--- config.mk ---
export PLATFORM = sky130hd
export DESIGN_NAME = lcd_refresh_ctrl
export DESIGN_NICKNAME = d
export VERILOG_FILES = /design/src/rtl/lcd_refresh_ctrl.sv
export SDC_FILE = /design/constraint.sdc
export NUM_CORES = 1
export LEC_CHECK = 0
export ABC_AREA = 0
export CORE_MARGIN = 2
export CORE_UTILIZATION = 55
export DETAILED_ROUTE_END_ITERATION = 10
export DONT_BUFFER_PORTS = 1
export HOLD_SLACK_MARGIN = 0.02
export PLACE_DENSITY = 0.67
export SLEW_MARGIN = 10
export SYNTH_ARGS = -nofsm -noshare
export SYNTH_HDL_FRONTEND = slang
export SYNTH_SLANG_ARGS = --single-unit
--- constraint.sdc ---
create_clock -name clk -period 5.7 [get_ports clk]
set_input_delay 0.57 -clock clk [delete_from_list [all_inputs] [get_ports clk]]
set_output_delay 0.57 -clock clk [all_outputs]
set_load 0.005 [all_outputs]
--- src/rtl/lcd_refresh_ctrl.sv ---
// lcd_refresh_ctrl: HD44780 8-bit write-only sequencer, power-up/init then full 20-char line-1 rewrites on request.
// Optional LCD_DIGIT_TO_ASCII_EN maps snapshot bytes 0x00..0x09 to ASCII '0'..'9' on the way out.
module lcd_refresh_ctrl #(
    parameter int POWERUP_CYC    = 2_000_000,
    parameter int E_PULSE_CYC    = 25,
    parameter int CMD_WAIT_CYC   = 2_500,
    parameter int CLEAR_WAIT_CYC = 100_000
) (
    input  logic         clk,
    input  logic         rst_n,
    input  logic [159:0] lcd_data,
    input  logic         refresh_req,
    output logic         busy,
    output logic         done,
    output logic         lcd_rs,
    output logic         lcd_rw,
    output logic         lcd_e,
    output logic [7:0]   lcd_db
);
    localparam int MAX_AB = POWERUP_CYC > CLEAR_WAIT_CYC ? POWERUP_CYC : CLEAR_WAIT_CYC;
    localparam int MAX_CD = E_PULSE_CYC > CMD_WAIT_CYC ? E_PULSE_CYC : CMD_WAIT_CYC;
    localparam int MAXC   = MAX_AB > MAX_CD ? MAX_AB : MAX_CD;
    localparam int TW     = $clog2(MAXC + 1);

    typedef enum logic [2:0] {PWRUP, INIT, IDLE, ADDR, CHAR} state_t;
    typedef enum logic [1:0] {SETUP, STROBE, WAIT} phase_t;

    state_t         state_q, state_d;
    phase_t         phase_q, phase_d;
    logic [TW-1:0]  tmr_q, tmr_d;
    logic [4:0]     idx_q, idx_d;
    logic [159:0]   snap_q, snap_d;
    logic           pending_q, pending_d;
    logic           tmr_zero, byte_end, go, engine;
    logic [TW-1:0]  wait_ld;
    logic [7:0]     cmd_byte, char_byte;

    assign tmr_zero = tmr_q == '0;
    assign byte_end = phase_q == WAIT && tmr_zero;
    assign go       = refresh_req | pending_q;
    assign engine   = state_q == INIT || state_q == ADDR || state_q == CHAR;
    assign wait_ld  = (state_q == INIT && idx_q == 5'd3) ? TW'(CLEAR_WAIT_CYC - 1) : TW'(CMD_WAIT_CYC - 1);
    assign lcd_rw   = 1'b0;

    always_ff @(posedge clk or negedge rst_n) begin
        if (!rst_n) begin
            state_q   <= PWRUP;
            phase_q   <= SETUP;
            tmr_q     <= TW'(POWERUP_CYC - 1);
            idx_q     <= '0;
            snap_q    <= '0;
            pending_q <= 1'b0;
        end else begin
            state_q   <= state_d;
            phase_q   <= phase_d;
            tmr_q     <= tmr_d;
            idx_q     <= idx_d;
            snap_q    <= snap_d;
            pending_q <= pending_d;
        end
    end

    always_comb begin
        state_d = state_q;
        case (state_q)
            PWRUP:   if (tmr_zero) state_d = INIT;
            INIT:    if (byte_end && idx_q == 5'd3) state_d = IDLE;
            IDLE:    if (go) state_d = ADDR;
            ADDR:    if (byte_end) state_d = CHAR;
            CHAR:    if (byte_end && idx_q == 5'd19) state_d = IDLE;
            default: state_d = PWRUP;
        endcase
    end

    // One SETUP/STROBE/WAIT byte engine shared by INIT, ADDR and CHAR.
    always_comb begin
        phase_d   = phase_q;
        tmr_d     = tmr_q;
        idx_d     = idx_q;
        snap_d    = snap_q;
        pending_d = (state_q == IDLE) ? 1'b0 : pending_q | refresh_req;
        if (state_q == PWRUP) begin
            tmr_d = tmr_zero ? '0 : tmr_q - 1'b1;
        end else if (engine) begin
            case (phase_q)
                SETUP: begin
                    phase_d = STROBE;
                    tmr_d   = TW'(E_PULSE_CYC - 1);
                end
                STROBE: begin
                    phase_d = tmr_zero ? WAIT : STROBE;
                    tmr_d   = tmr_zero ? wait_ld : tmr_q - 1'b1;
                end
                WAIT: begin
                    phase_d = tmr_zero ? SETUP : WAIT;
                    tmr_d   = tmr_zero ? '0 : tmr_q - 1'b1;
                end
                default: phase_d = SETUP;
            endcase
        end
        if (state_d != state_q)
            idx_d = '0;
        else if (byte_end)
            idx_d = idx_q + 1'b1;
        // The snapshot shifts left so the current character is always the top byte.
        if (state_q == IDLE && go)
            snap_d = lcd_data;
        else if (state_q == CHAR && byte_end)
            snap_d = {snap_q[151:0], 8'h00};
    end

    always_comb begin
`ifdef LCD_DIGIT_TO_ASCII_EN
        char_byte = (snap_q[159:152] < 8'h0A) ? snap_q[159:152] + 8'h30 : snap_q[159:152];
`else
        char_byte = snap_q[159:152];
`endif
        cmd_byte = idx_q == 5'd0 ? 8'h38 : idx_q == 5'd1 ? 8'h0C : idx_q == 5'd2 ? 8'h06 : 8'h01;
        done     = state_q == CHAR && byte_end && idx_q == 5'd19;
        busy     = state_q != IDLE && !done;
        lcd_e    = phase_q == STROBE;
        lcd_rs   = state_q == CHAR;
        lcd_db   = state_q == INIT ? cmd_byte :
                   state_q == ADDR ? 8'h80 :
                   state_q == CHAR ? char_byte : 8'h00;
    end
endmodule

==> results_dict.tcl, run 1 <==
set metrics [dict create \
    status "finished, final reports clean" \
    gp_congestion 0.860 \
    power_leakage_nw 5.05 \
    hold_viol 0 \
    layout_worst_path_cycle_share 0.626 \
    area_growth_syn_to_layout_pct 7.67 \
    hpwl_um 15000 \
    overflow 0 \
    pwr-share-comb 0.297 \
    root_buffer "clkbuf_16" \
    swShare 0.362 \
    initialDrtViolationCount 529 \
    clock_power_share 0.301 \
    finalSetupViolCount 0 \
    synth_seq_cells 192 \
    wl_per_cell_um 21.6 \
    critPathKind "reg2out" \
    vias 6665 \
    fin_cells 1034 \
    placed_cells 1000 \
    cts.sinks 192 \
    h-tree-depth 4 \
    wirelength_um 22400 \
    synth_area_per_cell_um2 11.0 \
    slew_headroom 0.199 \
    grt_pass1_vias 6759 \
    core-area_um2 16500 \
    grt_max_degree 193 \
    grt_first_pass_wirelength_um 36300 \
    rr_endpoint "snap_q[20]" \
    synth_cell_types 61 \
    yosysWarnings 0 \
    p_switching_w 0.00150 \
    endpoint_kind "output port" \
    internal_power_w 0.00265 \
    io_pins 176 \
    reg2reg_depth 9 \
    synth_edf_count 0 \
    powerDensity_nw_per_um2 420 \
    drive_above_1_share 0.0775 \
    tightest_slew_ps 1200 \
    cp_max_fo 10 \
    first_pass_iters 6 \
    vias_per_cell 6.45 \
    ys_seq_area_frac 0.525 \
    postSynthCellCount 837 \
    clockBufferDepth 2 \
    cp.arrival_ps 3000 \
    ys.flop_type "dfrtp_1" \
    synth_nets 1009 \
    ant_nets 0 \
    slew_viol_final 0 \
    worstHoldPathType "in2async" \
    start_util 0.558 \
    rsz0062_at_grt "false" \
    drc 0 \
    critPathLaunchType "register" \
    die_width_um 133 \
    p_seq_frac 0.402 \
    skew_ps 13.1 \
    r2r_slack_ps 2150 \
    rows 47 \
    netlist_area_um2 9190 \
    clkTransAtPathRegs_ps 80 \
    peakVddDrop_mv 0.270 \
    clk_latency_ps 430 \
    synth-async-reset-ratio 1.00 \
    cts_made_buffers 17 \
    finalSetupTns_ps 0 \
    final_nets 972 \
    required_ps 5130 \
    die_h_um 133 \
    io_buffers 0 \
    layout_setup_ws_ps 2130 \
    fmax_ghz 0.280 \
    die-area_um2 17800 \
    rr_startpoint "tmr_q[0]" \
    antenna_found_initial 0 \
    track_usage 0.257 \
    cts_tree "built" \
    min_period_ps 3570 \
    postCtsSetupBuffers 0 \
    dp_slack_ps 2150 \
    maxCapViolations 0 \
]
synthesized netlist by cell type (3+ instances only):
library cell  count  area, µm²
o21ai_1          23        115
mux2i_1          21        210
buf_2            22        110
dfrtp_1         179       4480
nor2_1           30        113
nand3_1           9       45.0
a21oi_1          20        100
nor2b_1           3       18.8
nand4_1           4       25.0
a211o_1           3       26.3
a32o_1            3       30.0
o21ai_0          25        125
o21a_1            3       22.5
o31a_1            3       26.3
nor4_1            7       43.8
nor3_1           14       70.1
nand2b_1          4       25.0
clkbuf_1         37        139
or3_1            10       62.6
ha_1              9        113
dfstp_2          13        342
o31ai_1           6       45.0
buf_4             3       22.5
inv_1            12       45.0
and3_1            3       18.8
nand2_1          57        214
a21o_1          132        991
a22o_1          138       1210
stage by stage:
| stage | total power [W] | util | hold slack [ps] | cell area [µm²] |
|---|---|---|---|---|
| after floorplan | 0.00260 | - | 274 | 9190 |
| after global placement | 0.00287 | 0.561 | 281 | 9240 |
| after detailed placement | 0.00290 | 0.561 | 284 | 9240 |
| after CTS | 0.00418 | 0.600 | 247 | 9890 |
| after global routing | 0.00441 | 0.600 | 202 | 9890 |
| final | 0.00416 | 0.601 | 128 | 9890 |
critical path: stages (launching register included):
cell,delay (ps)
dfstp_2,390
inv_1,80
ha_1,190
nor3b_2,270
nand3_1,390
nor4_1,900
a41oi_1,340
placed cells by master (no fill, tap or decap), types with 17 or more instances in the layout:
cell type	count
dfrtp_1	179
clkbuf_16	17
a21o_1	132
nand2_1	57
a22o_1	138
mux2i_1	21
o21ai_0	25
a21oi_1	20
o21ai_1	23
nor2_1	29
logic make-up (layout without fill, tap and decap cells):
family	Yosys count	after routing	synth area share
simple gates	157	157	0.0870
mux	22	22	0.0241
other cells	1	2	0.000408
compound gates	379	379	0.314
xor+xnor	2	2	0.00191
buf+inv	75	51	0.0357
fa+ha+maj	9	9	0.0123
flops	192	192	0.525
per-layer routing:
layer | GRT usage | part of all wire | vias up | wire (µm)
met5 | 0 | 0 | - | 0
met4 | 0.0597 | 0.012 | 0 | 279
met3 | 0.0894 | 0.074 | 23 | 1670
met2 | 0.407 | 0.48 | 195 | 10700
met1 | 0.345 | 0.44 | 3358 | 9760
li1 | - | - | 3089 | -
power by group through the flow:
stage               Combinational, W  Sequential [W]  Clock, W
floorplan                   0.000946         0.00165         0
global placement             0.00118         0.00169         0
detailed placement           0.00120         0.00170         0
CTS                          0.00124         0.00167   0.00127
global route                 0.00138         0.00170   0.00134
finish                       0.00124         0.00167   0.00125
worst max-delay path by stage:
stage	slack, ps	startpoint	endpoint	depth (start not counted)
floorplan	3340	tmr_q[0]	busy	6
global placement	2310	tmr_q[16]	snap_q[19]	7
detailed placement	2150	tmr_q[16]	snap_q[12]	7
CTS	2050	tmr_q[0]	busy	6
global route	1780	tmr_q[0]	busy	6
finish	2130	tmr_q[0]	busy	6
repair_timing:
action	4_1_cts	5_1_grt
endpoints found under the hold margin	192	0
hold buffers	1	0
gates resized for setup	0	0
layout make-up:
type / instances / area [µm²]
Multi-Input combinational cell: 570 / 4050
Timing Repair Buffer: 7 / 72.6
Clock inverter: 14 / 185
Sequential cell: 192 / 4820
Antenna cell: 1 / 2.50
Tap cell: 220 / 275
Inverter: 12 / 45.0
Fill cell: 1397 / 6580
Clock buffer: 18 / 439
state kept, by name, indices dropped and copies added, names as in the netlist:
register   count
phase_q        2
tmr_q         21
state_q        3
pending_q      1
snap_q       160
idx_q          5
(Power assumes the default switching activity.)
==> inputs of run 2 (changes only) <==
==> constraint.sdc (replaced) <==
create_clock -name clk -period 3.6 [get_ports clk]
set_input_delay 0.36 -clock clk [delete_from_list [all_inputs] [get_ports clk]]
set_output_delay 0.36 -clock clk [all_outputs]
set_load 0.005 [all_outputs]
==> run 2 against run 1 <==
  * The flow now finishes with violations (negative hold slack)
  * First-iteration DRC count is 7.0% higher
  * Design area decreased by 0.42%
  * Non-clock buffer count rose by 2
  * Count of clock-buffer cells in the layout stayed put
  * Register-to-register slack lost 1200 ps
  * Via count decreased by 0.29%
==> results_dict.tcl, run 2 (same netlist as run 1, synthesis figures left out) <==
set metrics [dict create \
    status "complete, but fails checks" \
    violations "negative hold slack" \
    endpoint_kind "output port" \
    overflow 0 \
    min_period_ps 2840 \
    hold_viol 192 \
    grt_first_pass_wirelength_um 35900 \
    grt_max_degree 193 \
    io_buffers 0 \
    cp.arrival_ps 2480 \
    cts_made_buffers 17 \
    antenna_found_initial 0 \
    postCtsSetupBuffers 0 \
    worstHoldPathType "in2async" \
    num_antenna_cells 0 \
    layout_worst_path_cycle_share 0.788 \
    clk_latency_ps 430 \
    cp_max_fo 9 \
    maxCapViolations 0 \
    layout_commonest_cell "dfrtp_1" \
    io_pins 176 \
    rr_startpoint "tmr_q[11]" \
    gp_congestion 0.942 \
    layout.cells.most_common_list "dfrtp_1 (179), a22o_1 (138), a21o_1 (132)" \
    grt_pass1_vias 6764 \
    largest_reg_flops 160 \
    place_area_um2 9300 \
    powerDensity_nw_per_um2 647 \
    skew_ps 8.12 \
    slew_viol_final 0 \
    cts_resized 0 \
    hpwl_um 14800 \
    wirelength_um 22200 \
    rows 47 \
    power_leakage_nw 5.03 \
    ant_nets 0 \
    clkTransAtPathRegs_ps 80 \
    hold_ws_ps -385 \
    tightest_slew_ps 839 \
    core-area_um2 16500 \
    vias 6646 \
    slew_headroom 0.435 \
    wl_per_cell_um 21.5 \
    track_usage 0.257 \
    vias_per_cell 6.42 \
    die_h_um 133 \
    startpoint "tmr_q[0]" \
    critPathKind "reg2out" \
    peakVddDrop_mv 0.441 \
    h-tree-depth 4 \
    cts.sinks 192 \
    finalSetupTns_ps 0 \
    final_nets 974 \
    finalSetupViolCount 0 \
    drive_above_1_share 0.0785 \
    clockBufferDepth 2 \
    reg_top3 "snap_q (160), tmr_q (21), idx_q (5)" \
    stdcell_area_um2 9850 \
    first_pass_iters 5 \
    die-area_um2 17800 \
    die_width_um 133 \
    final_util 0.598 \
    root_buffer "clkbuf_16" \
    regMostFlops "snap_q" \
    power_w 0.00637 \
    critPathLaunchType "register" \
    fmax_ghz 0.353 \
    start_util 0.558 \
    initialDrtViolationCount 566 \
    area_growth_syn_to_layout_pct 7.22 \
    cts_tree "built" \
    rsz0062_at_grt "false" \
    required_ps 3240 \
    drc 0 \
]
run 2: final timing paths:
kind                       slack [ps]         end  depth (start not counted)
max in group asynchronous        3630   tmr_q[20]                          0
max                               760        busy                          8
min reg2reg                       460   tmr_q[20]                          1
min in group clk                   50   snap_q[6]                          2
min                              -380  snap_q[25]                          0
max reg2reg                       990    tmr_q[8]                          5
run 2: routing by layer:
metal,up-vias,wire (µm),GRT usage
met4,0,544,0.0928
met5,-,0,0
met1,3303,9410,0.339
met3,36,1830,0.0928
li1,3087,-,-
met2,220,10500,0.394
run 2: final cells by class:
class / count / area [µm²]
clock buffers: 18 / 429
clock inverters: 14 / 124
fillers: 1401 / 6620
inverters: 12 / 45.0
multi-input cells: 570 / 4050
flip-flops and latches: 192 / 4820
well taps: 220 / 275
repair buffers: 9 / 105
run 2: where the power goes:
part           internal, W  switching [W]
registers          0.00242       0.000230
clock network     0.000911       0.000889
logic             0.000706        0.00121
total              0.00404        0.00233
run 2: stage by stage:
| step | hold WS (ps) | cells | worst slack (ps) |
|---|---|---|---|
| 2_1_floorplan | 64.4 | 837 | 1400 |
| 3_3_place_gp | 70.9 | 1003 | 1090 |
| 3_5_place_dp | 74.1 | 1003 | 1020 |
| 4_1_cts | -399 | 1035 | 730 |
| 5_1_grt | -402 | 1035 | 536 |
| 6_report | -385 | 1035 | 765 |
run 2: worst max-delay path, cell delays in order (launching register included):
cell	delay, ps
dfstp_2	390
inv_1	70
ha_1	190
nor3b_2	270
nand3_1	150
buf_4	200
nor4_1	370
buf_4	200
a41oi_1	200
==> inputs of run 3 (changes only) <==
==> constraint.sdc (replaced) <==
create_clock -name clk -period 2.8 [get_ports clk]
set_input_delay 0.28 -clock clk [delete_from_list [all_inputs] [get_ports clk]]
set_output_delay 0.28 -clock clk [all_outputs]
set_load 0.005 [all_outputs]
==> run 3 against run 2 <==
  * The run still ends with negative hold slack left
  * Count of clock-buffer cells in the layout unchanged
  * Sequential power is 28% higher
  * Non-clock buffer count is 33 higher
==> results_dict.tcl, run 3 (same netlist as run 1, synthesis figures left out) <==
set metrics [dict create \
    status "complete, but fails checks" \
    violations "negative hold slack" \
    first_pass_iters 5 \
    reg_top3 "snap_q (160), tmr_q (21), idx_q (5)" \
    die-area_um2 17800 \
    cts_made_buffers 17 \
    dp_slack_ps 181 \
    stdcell_area_um2 10200 \
    overflow 0 \
    clk_latency_ps 430 \
    required_ps 3070 \
    initialDrtViolationCount 531 \
    hold_viol 192 \
    peakVddDrop_mv 0.614 \
    powerDensity_nw_per_um2 822 \
    drc 0 \
    hold_buffers 29 \
    fmax_ghz 0.366 \
    cts_tree "built" \
    crit_chain "nor4_2 > nand4_2 > nor3_4 > clkbuf_16 > mux2i_1 > o21ai_1" \
    vias 6729 \
    min_period_ps 2730 \
    ant_nets 0 \
    finalSetupViolCount 0 \
    place_area_um2 9340 \
    regMostFlops "snap_q" \
    die_width_um 133 \
    core-area_um2 16500 \
    io_buffers 0 \
    drive_above_1_share 0.0837 \
    final_nets 1007 \
    num_antenna_cells 0 \
    cp.arrival_ps 3000 \
    grt_pass1_vias 6827 \
    wl_per_cell_um 21.3 \
    critPathLaunchType "register" \
    antenna_found_initial 0 \
    layout.cells.most_common_list "dfrtp_1 (179), a22o_1 (138), a21o_1 (132)" \
    clkTransAtPathRegs_ps 70 \
    maxCapViolations 0 \
    tightest_slew_ps 976 \
    critPathKind "reg2reg" \
    gp_congestion 0.868 \
    io_pins 176 \
    endpoint_kind "register" \
    power_leakage_nw 5.19 \
    slew_viol_final 0 \
    path_buf_inv 1 \
    root_buffer "clkbuf_16" \
    clockBufferDepth 2 \
    area_growth_syn_to_layout_pct 11.6 \
    hpwl_um 14900 \
    largest_reg_flops 160 \
    start_util 0.558 \
    critical_path.top_delay_family "simple AND/OR/NAND/NOR gates" \
    slowest_stage "clkbuf_16" \
    layout_commonest_cell "dfrtp_1" \
    slew_headroom 0.348 \
    die_h_um 133 \
    vias_per_cell 6.30 \
    worstHoldPathType "in2async" \
    grt_max_degree 193 \
    power_w 0.00843 \
    layout_setup_ws_ps 71.5 \
    wirelength_um 22700 \
    track_usage 0.262 \
    rows 47 \
    grt_first_pass_wirelength_um 36700 \
    cp_max_fo 160 \
    h-tree-depth 4 \
    hold_ws_ps -460 \
    max_stage_delay_ps 440 \
    skew_ps 13.8 \
    layout_worst_path_cycle_share 0.974 \
    cts.sinks 192 \
]
run 3: cell type report:
class	count	area (µm²)
clock buffers	18	429
clock inverters	14	163
fillers	1358	6220
inverters	12	45.0
multi-input cells	570	4070
flip-flops and latches	192	4820
well taps	220	275
repair buffers	42	443
run 3: timing repair:
action,CTS,global route
resized for setup,1,5
endpoints found under the hold margin,221,192
buffers inserted,0,0
setup endpoints to repair,1,20
run 3: path summary, 6_finish.rpt:
path	start	cells after the start	slack (ps)	end
max in group asynchronous	rst_n	0	2900	snap_q[16]
worst min register to register	tmr_q[20]	1	460	tmr_q[20]
worst max-delay path	tmr_q[16]	6	70	snap_q[111]
min in group clk	refresh_req	2	50	pending_q
worst max register to register	tmr_q[16]	6	70	snap_q[111]
worst min-delay path	rst_n	0	-460	tmr_q[7]
run 3: power by group:
part	switching, W	internal, W	total (W)
sequential	0.000282	0.00312	0.00340
combinational	0.00162	0.000982	0.00260
clock	0.00115	0.00127	0.00243
run 3: per-layer routing:
metal	track usage	vias up	share of wire
met1	0.345	3356	0.43
li1	-	3146	-
met4	0.0757	0	0.016
met3	0.0868	24	0.068
met2	0.418	203	0.49
met5	0	-	0
run 3: stage by stage:
| stage | util | TNS [ps] | instances |
|---|---|---|---|
| global route | 0.622 | -60.8 | 1068 |
| global placement | 0.567 | 0 | 1007 |
| finish | 0.622 | 0 | 1068 |
| CTS | 0.621 | 0 | 1068 |
| floorplan | - | 0 | 837 |
| detailed placement | 0.567 | 0 | 1007 |
